File: src/rtl/aes_add_round_key.sv
// AddRoundKey stage: fetches round key words from the key expander and XORs them into the state.
// Latency 6 cycles from accept to out_valid (FETCH_WAIT=0); out_valid holds until out_ready. Optional ADDKEY_CACHE_EN.
module aes_add_round_key #(
    parameter int NR         = 10,
    parameter int FETCH_WAIT = 0
) (
    input  logic         clk,
    input  logic         reset,
    input  logic         in_valid,
    output logic         in_ready,
    input  logic [127:0] state_in,
    input  logic [3:0]   round_num,
    input  logic         key_ready,
    output logic [3:0]   key_num,
    output logic [1:0]   key_idx,
    input  logic [31:0]  key_word,
    output logic         out_valid,
    input  logic         out_ready,
    output logic [127:0] state_out,
    output logic         err
);

    localparam logic [3:0] NR_L = NR[3:0];
    localparam logic [1:0] FW   = FETCH_WAIT[1:0];

    typedef enum logic [1:0] {IDLE, WAIT_KEY, FETCH, OUT} fsm_t;

    fsm_t               fsm, fsm_nxt;
    logic [127:0]       st_lat;
    logic [2:0][31:0]   words;
    logic [1:0]         wait_cnt;
    logic               accept, bad_round, wait_done, last_word, hit_go;
    logic [127:0]       fetched_key;

    assign in_ready    = (fsm == IDLE) && !reset;
    assign accept      = in_valid && in_ready;
    assign bad_round   = round_num > NR_L;
    assign wait_done   = (wait_cnt == FW);
    assign last_word   = key_ready && wait_done && (key_idx == 2'd3);
    assign fetched_key = {words[0], words[1], words[2], key_word};

`ifdef ADDKEY_CACHE_EN
    logic         cache_vld, key_ready_d, hit_pend, cache_kill;
    logic [3:0]   cache_num;
    logic [127:0] cache_key;

    // Any falling edge of key_ready means the expander restarted, so stored keys are stale.
    assign cache_kill = key_ready_d && !key_ready;
    assign hit_go     = hit_pend && !cache_kill;

    always_ff @(posedge clk or posedge reset) begin
        if (reset) begin
            cache_vld   <= 1'b0;
            key_ready_d <= 1'b0;
            hit_pend    <= 1'b0;
            cache_num   <= 4'd0;
            cache_key   <= 128'd0;
        end else begin
            key_ready_d <= key_ready;
            if (cache_kill) begin
                cache_vld <= 1'b0;
            end else if (fsm == FETCH && last_word) begin
                cache_vld <= 1'b1;
                cache_num <= key_num;
                cache_key <= fetched_key;
            end
            if (fsm == IDLE && accept && !bad_round)
                hit_pend <= cache_vld && !cache_kill && (cache_num == round_num);
            else if (fsm == WAIT_KEY)
                hit_pend <= 1'b0;
        end
    end
`else
    logic [127:0] cache_key;
    assign hit_go    = 1'b0;
    assign cache_key = 128'd0;
`endif

    always_ff @(posedge clk or posedge reset) begin
        if (reset)
            fsm <= IDLE;
        else
            fsm <= fsm_nxt;
    end

    always_comb begin
        fsm_nxt = fsm;
        case (fsm)
            IDLE: begin
                if (accept)
                    fsm_nxt = bad_round ? OUT : WAIT_KEY;
            end
            WAIT_KEY: begin
                if (hit_go)
                    fsm_nxt = OUT;
                else if (key_ready)
                    fsm_nxt = FETCH;
            end
            FETCH: begin
                if (!key_ready)
                    fsm_nxt = WAIT_KEY;
                else if (last_word)
                    fsm_nxt = OUT;
            end
            OUT: begin
                if (out_ready)
                    fsm_nxt = IDLE;
            end
            default: fsm_nxt = IDLE;
        endcase
    end

    always_ff @(posedge clk or posedge reset) begin
        if (reset) begin
            st_lat    <= 128'd0;
            words     <= '0;
            wait_cnt  <= 2'd0;
            key_num   <= 4'd0;
            key_idx   <= 2'd0;
            out_valid <= 1'b0;
            state_out <= 128'd0;
            err       <= 1'b0;
        end else begin
            case (fsm)
                IDLE: begin
                    if (accept) begin
                        st_lat  <= state_in;
                        key_num <= round_num;
                        if (bad_round) begin
                            state_out <= state_in;
                            err       <= 1'b1;
                            out_valid <= 1'b1;
                        end
                    end
                end
                WAIT_KEY: begin
                    wait_cnt <= 2'd0;
                    key_idx  <= 2'd0;
                    if (hit_go) begin
                        state_out <= st_lat ^ cache_key;
                        out_valid <= 1'b1;
                    end
                end
                FETCH: begin
                    // Expander restart: partial words are worthless, refetch from word 0.
                    if (!key_ready) begin
                        key_idx  <= 2'd0;
                        wait_cnt <= 2'd0;
                    end else if (!wait_done) begin
                        wait_cnt <= wait_cnt + 2'd1;
                    end else begin
                        wait_cnt <= 2'd0;
                        key_idx  <= key_idx + 2'd1;
                        case (key_idx)
                            2'd0:    words[0] <= key_word;
                            2'd1:    words[1] <= key_word;
                            2'd2:    words[2] <= key_word;
                            default: begin
                                state_out <= st_lat ^ fetched_key;
                                out_valid <= 1'b1;
                            end
                        endcase
                    end
                end
                OUT: begin
                    if (out_ready) begin
                        out_valid <= 1'b0;
                        err       <= 1'b0;
                    end
                end
                default: ;
            endcase
        end
    end

endmodule

File: config.mk
export PLATFORM = sky130hd
export DESIGN_NAME = aes_add_round_key
export DESIGN_NICKNAME = d
export VERILOG_FILES = /design/src/rtl/aes_add_round_key.sv
export SDC_FILE = /design/constraint.sdc
export NUM_CORES = 1
export LEC_CHECK = 0
export CAP_MARGIN = 20
export CORE_MARGIN = 2
export CORE_UTILIZATION = 52
export CTS_CLUSTER_SIZE = 10
export DETAILED_ROUTE_END_ITERATION = 8
export GPL_ROUTABILITY_DRIVEN = 1
export PLACE_DENSITY = 0.91
export SLEW_MARGIN = 20
export SYNTH_ARGS = -nofsm -noshare
export SYNTH_HDL_FRONTEND = slang
export SYNTH_SLANG_ARGS = --single-unit
File: constraint.sdc
create_clock -name clk -period 14.8 [get_ports clk]
set_input_delay 2.22 -clock clk [delete_from_list [all_inputs] [get_ports clk]]
set_output_delay 2.22 -clock clk [all_outputs]
set_load 0.005 [all_outputs]
# After elaboration in Yosys (flattened, before gate mapping)
# Index checks and enable logic that the tools add are counted.
dict set report classes {
  addsub 2
  magnitude_cmp 1
  n_eq_ne 15
  muxes 27
  bitwise 2
  reduce_logical 21
}
# op count
set op_table {}
lappend op_table {{$mux W128} 5}
lappend op_table {{$pmux W128 S2} 1}
lappend op_table {{$xor A128 B128 Y128} 1}
lappend op_table {{$mux W2} 10}
lappend op_table {{$reduce_and A4 Y1} 5}
lappend op_table {{$ne A2 B2 Y1 const B} 7}
lappend op_table {{$eq A2 B2 Y1 const B} 4}
lappend op_table {{$pmux W2 S2} 2}
lappend op_table {{$pmux W2 S4} 1}
lappend op_table {{$reduce_and A7 Y1} 1}
lappend op_table {{$logic_not A2 Y1} 3}
lappend op_table {{$mux W1} 6}
lappend op_table {{$ne A3 B3 Y1 const B} 2}
lappend op_table {{$reduce_and A6 Y1} 1}
lappend op_table {{$reduce_bool A2 Y1} 3}
lappend op_table {{$add A2 B1 Y2 const B} 2}
lappend op_table {{$eq A2 B1 Y1 const B} 2}
lappend op_table {{$gt A4 B4 Y1 const B} 1}
lappend op_table {{$logic_and A1 B1 Y1} 4}
lappend op_table {{$reduce_and A2 Y1} 2}
lappend op_table {{$pmux W1 S3} 1}
lappend op_table {{$reduce_or A3 Y1} 1}
lappend op_table {{$pmux W1 S2} 1}
lappend op_table {{$logic_not A1 Y1} 1}
lappend op_table {{$not A1 Y1} 1}
dict set report word_totals {
  ff_bits 364
  in_bits 169
  output_inout_bits 137
  word_cells 79
}

# Longest topological paths before layout
# Gate-level depths: netlist of run 1.
dict set report logic_depth {
  ltp_word 6
  ltp_mapped 8
  ltp_nobuf 6
}

# Worst setup path after synthesis of run 1
# No wires, ideal clock.
dict set report synth_path {
  path_kind {input to output}
  startpoint {input reset}
  endpoint {output in_ready}
  t_arrival_ns 2.335
  path_slack_ns 10.245
  path_stages 1
  cell_sequence {nor2b_1}
}
dict set report synth_via {
  elab_chain_cells 2
}
# element line
set synth_rtl {}
lappend synth_rtl {{start, declared} 8} ;# input logic reset,
lappend synth_rtl {{$logic_not A1 Y1 (no line)} -}
lappend synth_rtl {{$logic_and A1 B1 Y1} 35} ;# assign in_ready = (fsm == IDLE) && !reset;
lappend synth_rtl {{end, declared} 10} ;# output logic in_ready,
# No other way between the ends.

# Final worst setup path of run 1
# Ends and elaborated chain as after synthesis.

==> flow_metrics.env, run 1 <==
export IMPL_area_delta_synth_final_pct=28.7
export IMPL_final_core_util_pct=67.7
export IMPL_required_ps=12580
export IMPL_synth_edff_count=0
export IMPL_cts_tree="yes"
export IMPL_place_hpwl_mm=24.8
export IMPL_p_sw_share_pct=30.7
export IMPL_worstSetupPathType="in -> out"
export IMPL_hold_viol_final=0
export IMPL_cp_top_family="buffers and inverters"
export IMPL_fin_skew_ps=11.5
export IMPL_cts_buffers=42
export IMPL_cpMostUsedCell="clkdlybuf4s50_1"
export IMPL_core_um2=30500
export IMPL_cp_arrival_ps=3480
export IMPL_fin_crit_sh_pct=38.5
export IMPL_p_total_w=0.00442
export IMPL_synth_top_area_cell="dfrtp_1"
export IMPL_yosys_cell_count_top_type="dfrtp_1"
export IMPL_switching_power_w=0.00136
export IMPL_preCtsSetupSlack_ps=9080
export IMPL_final_area_um2=20700
export IMPL_cts_hold_buf=0
export IMPL_grt_max_degree=264
export IMPL_slew_viol_final=0
export IMPL_clk_pin_slew_ps=50
export IMPL_grt_overflow=0
export IMPL_drv_cap=0
export IMPL_syn_nets=1410
export IMPL_start_util_pct=52.6
export IMPL_worst_hold_path_type="reg -> reg"
export IMPL_async_reset_ff_share_pct=100
export IMPL_yosysUniqueCellTypes=26
export IMPL_root_buffer="clkbuf_16"
export IMPL_post_cts_buffers=0
export IMPL_worst_setup_path_end_kind="output pin"
export IMPL_power_internal_w=0.00306
export IMPL_synth_flop_cell="dfrtp_1"
export IMPL_power_density_nw_per_um2=214
export IMPL_cts_sinks=364
export IMPL_yosysTopAreaCellShare_pct=56.7
export IMPL_layout_drive_gt1_share_pct=19.7
export IMPL_io_pins=306
export IMPL_status="finished clean"
export IMPL_placed_cell_area_um2=19400
export IMPL_drt_pass1_iterations=5
export IMPL_slew_headroom_pct=27.0
export IMPL_via_per_inst=5.48
export IMPL_grt_usage_pct=23.9
export IMPL_ys_warn_count=0
export IMPL_fin_setup_tns_ps=0
export IMPL_ys_seq_elements=364
export IMPL_rsz0062_at_grt="false"
export IMPL_cts_htree_levels=2
export IMPL_clk_latency_ps=520
export IMPL_avgSynthCellArea_um2=13.1
export IMPL_worst_slew_pin_slew_ps=1090
export IMPL_die_h_um=180
export IMPL_route_detailed_wl_per_inst_um=20.0
export IMPL_fin_crit_ps=5700
export IMPL_fin_nets=1702
export IMPL_n_fill_cell=2064
export IMPL_cts_buffer_depth=3
export IMPL_die_w_um=180
export IMPL_leakagePower_nw=8.69
export IMPL_yosys_top_cells_area="dfrtp_1 57%, mux2_2 17%, mux2_1 8.4%, xnor2_1 7.0%, a21oi_1 4.1%"
export IMPL_drt_iter0_markers=573
export IMPL_finalSetupViolations=0
export IMPL_cp_slowest_cell="clkdlybuf4s50_1"
export IMPL_max_freq_mhz=175
export IMPL_dieArea_um2=32300
export IMPL_slowest_delay_ps=540
export IMPL_setup_ws_ps=9100
export IMPL_p_seq_share_pct=40.8
export IMPL_drc=0
export IMPL_row_count=64
export IMPL_worstPathMaxFanout=4
export IMPL_comb_power_share_pct=38.7
export IMPL_synth_cells=1229
export IMPL_grt_pass1_vias=11600
export IMPL_path_buf_inv=2
export IMPL_ctsResizeCount=0
export IMPL_pwr_share_clk_pct=20.5
export IMPL_synthesis_area_um2=16100
export IMPL_grt_pass1_wl_mm=62.1
export IMPL_antenna_found_initial=5
export IMPL_port_buffers=305
export IMPL_drtAntennaViolNets=0
export IMPL_routabilityCongestion=0.778
export IMPL_totalWireLength_mm=38.6
export IMPL_start_kind="input pin"
export IMPL_route_vias_total=10600
export IMPL_ir_drop_uv=164
export IMPL_synthTopCellsByCount="364 x dfrtp_1, 237 x mux2_2, 131 x a21oi_1"
export IMPL_synth_seq_area_share_pct=56.7
export IMPL_worstPathCellList="clkdlybuf4s50_1 > nor2b_1 > clkdlybuf4s50_1"
==> cell families (layout without fill, tap and decap cells) <==
kind of cell / after synthesis / after routing / share of synthesized area (%)
xor+xnor: 128 / 128 / 6.98
compound gates: 143 / 143 / 4.56
fa+ha+maj: 12 / 12 / 0.935
simple gates: 146 / 146 / 3.55
other cells: 0 / 5 / 0
mux: 359 / 359 / 25.2
buf+inv: 77 / 374 / 2.05
flops: 364 / 364 / 56.7
==> layer usage <==
layer | track usage (%) | part of all wire, % | up-vias
li1 | - | - | 4792
met1 | 30.2 | 41 | 5372
met2 | 40.4 | 50 | 321
met3 | 5.77 | 6.3 | 74
met4 | 8.20 | 3.0 | 0
met5 | 0 | 0 | -
==> metrics by stage <==
step | cells | hold slack, ps
3_5_place_dp | 1871 | 480
5_1_grt | 1926 | 507
2_1_floorplan | 1229 | 473
3_3_place_gp | 1871 | 473
6_report | 1927 | 490
4_1_cts | 1920 | 492
==> worst reg2reg max path, delay by kind of cell, from the launching register on <==
kind / cells / cell delay (ps)
buffers and inverters: 5 / 1820
AND/OR/NAND/NOR: 1 / 780
multiplexers: 1 / 550
flip-flops: 1 / 410
AO/OA/AOI/OAI: 1 / 330
adder cells (fa/ha/maj): 1 / 170
==> cell usage in the layout (no fill, tap or decap), drive strengths merged <==
cell,count
xnor2,128
a22o,1
inv,11
a21oi,131
o22ai,4
nand2,9
o211ai,1
a21o,1
buf,9
nor2b,2
ha,12
nor2,129
a31oi,2
mux2i,2
clkdlybuf4s50,305
clkbuf,49
o21ai,3
mux2,357
dfrtp,364
nand3b,1
diode,5
and3,1
nand2b,1
nand4,1
nand3,2
==> registers in the layout, summed over array words and instances (netlist names), 2 cells and up <==
signal and flops:
st_lat 128, state_out 128, fetched_key 96, key_num 4, fsm 2, key_idx 2
wait_cnt 2
==> power groups by stage <==
| stage | Combinational [W] | Sequential, W | Clock [W] |
|---|---|---|---|
| 2_1_floorplan | 0.00103 | 0.00175 | 0 |
| 3_3_place_gp | 0.00163 | 0.00178 | 0 |
| 3_5_place_dp | 0.00170 | 0.00181 | 0 |
| 4_1_cts | 0.00172 | 0.00180 | 0.000923 |
| 5_1_grt | 0.00186 | 0.00186 | 0.000966 |
| 6_report | 0.00171 | 0.00180 | 0.000906 |
==> worst paths after layout <==
kind | cells after the start | from | slack [ps] | end
worst max register to register | 9 | fsm[0]$_DFFE_PP0P_ | 10640 | state_out[58]$_DFFE_PP0P_
worst max-delay path | 3 | reset | 9100 | in_ready
max in group asynchronous | 4 | reset | 10310 | st_lat[31]$_DFFE_PP0P_
worst min register to register | 1 | state_out[71]$_DFFE_PP0P_ | 490 | state_out[71]$_DFFE_PP0P_
min in group asynchronous | 2 | reset | 2340 | state_out[15]$_DFFE_PP0P_
worst min-delay path | 1 | state_out[71]$_DFFE_PP0P_ | 490 | state_out[71]$_DFFE_PP0P_
==> area by class of cell <==
cell class | count | area [um2] | share of cell area [%]
antenna | 5 | 12.5 | 0.0606
clock buffer | 49 | 1160 | 5.62
inverter | 11 | 48.8 | 0.236
multi-input combinational | 788 | 6660 | 32.2
sequential | 364 | 9110 | 44.1
tap | 396 | 495 | 2.40
timing repair buffer | 314 | 3170 | 15.4
Power figures use the tool's default switching activity.
==> run 2: changes to the inputs <==
--- a/config.mk
+++ b/config.mk
@@ -7,11 +7,11 @@
 export LEC_CHECK = 0
 export CAP_MARGIN = 20
 export CORE_MARGIN = 2
-export CORE_UTILIZATION = 52
+export CORE_UTILIZATION = 47
 export CTS_CLUSTER_SIZE = 10
 export DETAILED_ROUTE_END_ITERATION = 8
 export GPL_ROUTABILITY_DRIVEN = 1
-export PLACE_DENSITY = 0.91
+export PLACE_DENSITY = 0.87
 export SLEW_MARGIN = 20
 export SYNTH_ARGS = -nofsm -noshare
 export SYNTH_HDL_FRONTEND = slang
==> constraint.sdc (replaced) <==
create_clock -name clk -period 4.6 [get_ports clk]
set_input_delay 0.69 -clock clk [delete_from_list [all_inputs] [get_ports clk]]
set_output_delay 0.69 -clock clk [all_outputs]
set_load 0.005 [all_outputs]
==> flow_metrics.env, run 2 (synthesis results as in run 1) <==
export IMPL_core_um2=33600
export IMPL_die_w_um=189
export IMPL_leakagePower_nw=8.70
export IMPL_row_count=67
export IMPL_n_fill_cell=2536
export IMPL_layout_drive_gt1_share_pct=19.8
export IMPL_layout_commonest_cell="dfrtp_1"
export IMPL_cpMostUsedCell="inv_1"
export IMPL_power_density_nw_per_um2=679
export IMPL_worst_hold_path_type="reg -> reg"
export IMPL_place_hpwl_mm=24.5
export IMPL_status="finished clean"
export IMPL_preCtsSetupSlack_ps=1580
export IMPL_cts_hold_buf=0
export IMPL_comb_power_share_pct=39.0
export IMPL_pwr_share_clk_pct=20.2
export IMPL_finalSetupViolations=0
export IMPL_grt_max_degree=134
export IMPL_rsz0062_at_grt="false"
export IMPL_clk_pin_slew_ps=60
export IMPL_cp_arrival_ps=3550
export IMPL_path_buf_inv=4
export IMPL_cts_buffers=42
export IMPL_route_detailed_wl_per_inst_um=19.1
export IMPL_hold_slack_ps=489
export IMPL_slew_headroom_pct=37.7
export IMPL_worstPathMaxFanout=128
export IMPL_mostFrequentLayoutCells="364 x dfrtp_1, 305 x clkdlybuf4s50_1, 237 x mux2_2"
export IMPL_use_met1_pct=28.5
export IMPL_fin_setup_tns_ps=0
export IMPL_start_util_pct=47.8
export IMPL_max_freq_mhz=316
export IMPL_cts_sinks=364
export IMPL_port_buffers=305
export IMPL_p_sw_share_pct=30.6
export IMPL_totalWireLength_mm=38.0
export IMPL_drc=0
export IMPL_grt_met2_usage_pct=35.0
export IMPL_start_kind="register"
export IMPL_fin_crit_ps=3160
export IMPL_cp_slowest_cell="buf_4"
export IMPL_grt_pass1_wl_mm=61.2
export IMPL_slew_viol_final=0
export IMPL_antenna_found_initial=3
export IMPL_worst_slew_pin_slew_ps=934
export IMPL_drt_pass1_iterations=4
export IMPL_drtAntennaViolNets=0
export IMPL_hold_viol_final=0
export IMPL_switching_power_w=0.00430
export IMPL_gr_usage_met3_pct=4.95
export IMPL_grt_busiest_layer="met2"
export IMPL_cp_top_family="buffers and inverters"
export IMPL_worst_setup_path_end_kind="register"
export IMPL_cts_htree_levels=2
export IMPL_route_vias_total=10500
export IMPL_slowest_delay_ps=570
export IMPL_p_seq_share_pct=40.9
export IMPL_root_buffer="clkbuf_16"
export IMPL_worstPathCellList="inv_1 > ha_4 > buf_4 > inv_1 > o21ai_0 > nand3_4 > buf_12 > mux2_1"
export IMPL_grt_overflow=0
export IMPL_worstSetupPathType="reg -> reg"
export IMPL_power_internal_w=0.00978
export IMPL_cts_tree="yes"
export IMPL_die_h_um=189
export IMPL_setup_ws_ps=1440
export IMPL_io_pins=306
export IMPL_final_core_util_pct=61.7
export IMPL_cts_buffer_depth=3
export IMPL_drt_iter0_markers=406
export IMPL_via_per_inst=5.29
export IMPL_fin_crit_sh_pct=68.7
export IMPL_fin_nets=1708
export IMPL_clk_latency_ps=520
export IMPL_grt_usage_pct=21.6
export IMPL_ir_drop_uv=512
export IMPL_fin_skew_ps=13.1
export IMPL_area_delta_synth_final_pct=29.2
export IMPL_p_total_w=0.0141
export IMPL_grt_pass1_vias=11400
export IMPL_routabilityCongestion=0.775
export IMPL_drv_cap=0
export IMPL_dieArea_um2=35600
export IMPL_ctsResizeCount=0
export IMPL_post_cts_buffers=0
export IMPL_required_ps=4990
==> run 2: worst register-to-register path: stages, from the launching register on <==
cell and delay (ps):
dfrtp_1 400, inv_1 170, ha_4 440, buf_4 580
inv_1 80, o21ai_0 300, nand3_4 110, buf_12 300
mux2_1 650
==> run 2: final cells by class <==
cell class                      instances  area (um2)  area share [%]
Antenna cell                            3        7.51          0.0362
Clock buffer                           48        1100            5.33
Clock inverter                          1        8.76          0.0422
Inverter                               11        45.0           0.217
Multi-Input combinational cell        788        6660            32.1
Sequential cell                       364        9110            43.9
Tap cell                              448         561            2.70
Timing Repair Buffer                  320        3250            15.7
==> run 2: worst paths after layout <==
| path | from | end | slack, ps | cells after the start |
|---|---|---|---|---|
| worst max register to register | fsm[0]$_DFFE_PP0P_ | state_out[31]$_DFFE_PP0P_ | 1440 | 8 |
| worst min-delay path | state_out[84]$_DFFE_PP0P_ | state_out[84]$_DFFE_PP0P_ | 490 | 1 |
| worst min register to register | state_out[84]$_DFFE_PP0P_ | state_out[84]$_DFFE_PP0P_ | 490 | 1 |
| min in group asynchronous | reset | state_out[112]$_DFFE_PP0P_ | 770 | 2 |
| max in group asynchronous | reset | state_out[60]$_DFFE_PP0P_ | 2880 | 3 |
| worst max-delay path | fsm[0]$_DFFE_PP0P_ | state_out[31]$_DFFE_PP0P_ | 1440 | 8 |
==> run 2: metal layers <==
metal	up-vias	routed length, um
met5	-	0
met4	0	1390
met3	87	2050
met2	275	17900
met1	5324	16600
li1	4811	-
==> run 2: metrics by stage <==
| step | cell area, um2 | instances |
|---|---|---|
| 5_1_grt | 20700 | 1983 |
| 3_3_place_gp | 19600 | 1930 |
| 3_5_place_dp | 19600 | 1930 |
| 6_report | 20700 | 1983 |
| 4_1_cts | 20700 | 1979 |
| 2_1_floorplan | 16100 | 1229 |
==> run 2: power groups by stage <==
stage | registers (W) | logic [W] | clock network, W
final | 0.00575 | 0.00549 | 0.00284
after CTS | 0.00576 | 0.00554 | 0.00291
after global placement | 0.00569 | 0.00528 | 0
after global routing | 0.00594 | 0.00598 | 0.00305
after floorplan | 0.00564 | 0.00333 | 0
after detailed placement | 0.00579 | 0.00548 | 0
==> run 3: changes to the inputs <==
==> constraint.sdc (replaced) <==
create_clock -name clk -period 2.6 [get_ports clk]
set_input_delay 0.39 -clock clk [delete_from_list [all_inputs] [get_ports clk]]
set_output_delay 0.39 -clock clk [all_outputs]
set_load 0.005 [all_outputs]
==> flow_metrics.env, run 3 (synthesis results as in run 1) <==
export IMPL_clk_pin_slew_ps=50
export IMPL_multiInputGateArea_um2=6670
export IMPL_worst_hold_path_type="in -> async"
export IMPL_gr_usage_met3_pct=5.03
export IMPL_comb_power_share_pct=39.2
export IMPL_worstPathMaxFanout=4
export IMPL_ctsResizeCount=3
export IMPL_endpoint="in_ready"
export IMPL_clk_latency_ps=520
export IMPL_worst_slew_pin_slew_ps=860
export IMPL_cp_arrival_ps=2130
export IMPL_cts_sinks=364
export IMPL_power_internal_w=0.0177
export IMPL_fin_skew_ps=14.7
export IMPL_grt_usage_pct=21.4
export IMPL_drc=0
export IMPL_max_freq_mhz=397
export IMPL_path_buf_inv=3
export IMPL_fin_nets=1728
export IMPL_drt_iter0_markers=440
export IMPL_status="finished clean"
export IMPL_die_w_um=189
export IMPL_area_delta_synth_final_pct=31.3
export IMPL_grt_max_degree=135
export IMPL_grt_pass1_wl_mm=60.8
export IMPL_cts_buffers=43
export IMPL_rr_worst_depth=5
export IMPL_cp_num_cells=5
export IMPL_layout_commonest_cell="dfrtp_1"
export IMPL_cts_hold_buf=0
export IMPL_drt_pass1_iterations=4
export IMPL_hold_viol_final=0
export IMPL_final_core_util_pct=62.7
export IMPL_place_hpwl_mm=25.5
export IMPL_grt_busiest_layer="met2"
export IMPL_slowest_delay_ps=530
export IMPL_finalSetupViolations=0
export IMPL_p_seq_share_pct=40.1
export IMPL_start_kind="register"
export IMPL_p_total_w=0.0255
export IMPL_grt_overflow=0
export IMPL_required_ps=2210
export IMPL_hold_slack_ps=396
export IMPL_p_sw_share_pct=30.4
export IMPL_grt_met2_usage_pct=36.0
export IMPL_cp_slowest_cell="clkdlybuf4s50_1"
export IMPL_n_fill_cell=2458
export IMPL_start_util_pct=47.8
export IMPL_root_buffer="clkbuf_16"
export IMPL_worst_setup_path_end_kind="output pin"
export IMPL_placed_cells=1950
export IMPL_fin_setup_tns_ps=0
export IMPL_via_per_inst=5.27
export IMPL_die_h_um=189
export IMPL_fin_crit_ps=2520
export IMPL_timing_rr_end="st_lat[98]$_DFFE_PP0P_"
export IMPL_io_pins=306
export IMPL_rsz0062_at_grt="false"
export IMPL_route_vias_total=10600
export IMPL_register_area_um2=9110
export IMPL_post_cts_buffers=0
export IMPL_power_density_nw_per_um2=1210
export IMPL_fin_crit_sh_pct=97.0
export IMPL_switching_power_w=0.00774
export IMPL_drv_cap=0
export IMPL_drtAntennaViolNets=0
export IMPL_cts_buffer_depth=3
export IMPL_mostFrequentLayoutCells="364 x dfrtp_1, 305 x clkdlybuf4s50_1, 237 x mux2_2"
export IMPL_row_count=67
export IMPL_cts_htree_levels=2
export IMPL_worstSetupPathType="reg -> out"
export IMPL_use_met1_pct=27.8
export IMPL_routabilityCongestion=0.809
export IMPL_route_detailed_wl_per_inst_um=19.0
export IMPL_dieArea_um2=35600
export IMPL_critPathLaunch="fsm[1]$_DFFE_PP0P_"
export IMPL_r2r_start="fsm[1]$_DFFE_PP0P_"
export IMPL_port_buffers=305
export IMPL_layout_drive_gt1_share_pct=21.4
export IMPL_antenna_found_initial=1
export IMPL_ir_drop_uv=692
export IMPL_rrSetupSlack_ps=480
export IMPL_final_cells=2003
export IMPL_leakagePower_nw=8.88
export IMPL_cp_top_family="buffers and inverters"
export IMPL_worstPathCellList="inv_1 > ha_4 > buf_4 > nor2b_2 > clkdlybuf4s50_1"
export IMPL_grt_pass1_vias=11400
export IMPL_cts_tree="yes"
export IMPL_slew_headroom_pct=42.7
export IMPL_totalWireLength_mm=38.1
export IMPL_pwr_share_clk_pct=20.6
export IMPL_core_um2=33600
export IMPL_slew_viol_final=0
==> run 3: cell count changes in the layout (fill, tap and decap cells not counted), sizes merged <==
cell    change
buf        +19
clkbuf      +1
clkinv      +3
diode       -2
inv         -1
==> run 3: final cells by class <==
type,instances,share of cell area [%]
inverters,11,0.214
clock inverters,3,0.0712
repair buffers,339,16.6
clock buffers,49,5.56
flip-flops and latches,364,43.2
well taps,448,2.66
diodes,1,0.0119
multi-input cells,788,31.6
==> run 3: how the worst min path moves through the flow <==
stage,start,endpoint,slack (ps),depth (start not counted)
after floorplan,key_num[3]$_DFFE_PP0P_,key_num[3]$_DFFE_PP0P_,470,2
after global placement,state_out[20]$_DFFE_PP0P_,state_out[20]$_DFFE_PP0P_,470,1
after detailed placement,state_out[30]$_DFFE_PP0P_,state_out[30]$_DFFE_PP0P_,480,1
after CTS,reset,err$_DFFE_PP0P_,380,3
after global routing,reset,err$_DFFE_PP0P_,410,3
final,reset,st_lat[112]$_DFFE_PP0P_,400,3
==> run 3: metal layers <==
layer,vias to the layer above,routed length (um)
met5,-,0
met3,71,2410
li1,4866,-
met1,5346,16100
met4,0,952
met2,280,18600
==> run 3: metrics by stage <==
step	instance area [um2]	setup WS (ps)
after floorplan	16100	-2670
after global placement	19900	165
after detailed placement	19900	138
after CTS	21100	21.1
after global routing	21100	16.7
final	21100	78.9
==> run 3: tightest hold or removal path, delay by kind of cell <==
| family | cells | cell delay [ps] |
|---|---|---|
| buf+inv | 3 | 910 |
==> run 3: power groups by stage <==
stage          sequential (W)  clock, W  combinational [W]
6_report               0.0102   0.00526             0.0100
5_1_grt                0.0105   0.00560             0.0109
4_1_cts                0.0102   0.00538             0.0101
3_5_place_dp           0.0103         0            0.00998
3_3_place_gp           0.0101         0            0.00964
2_1_floorplan         0.00997         0            0.00588
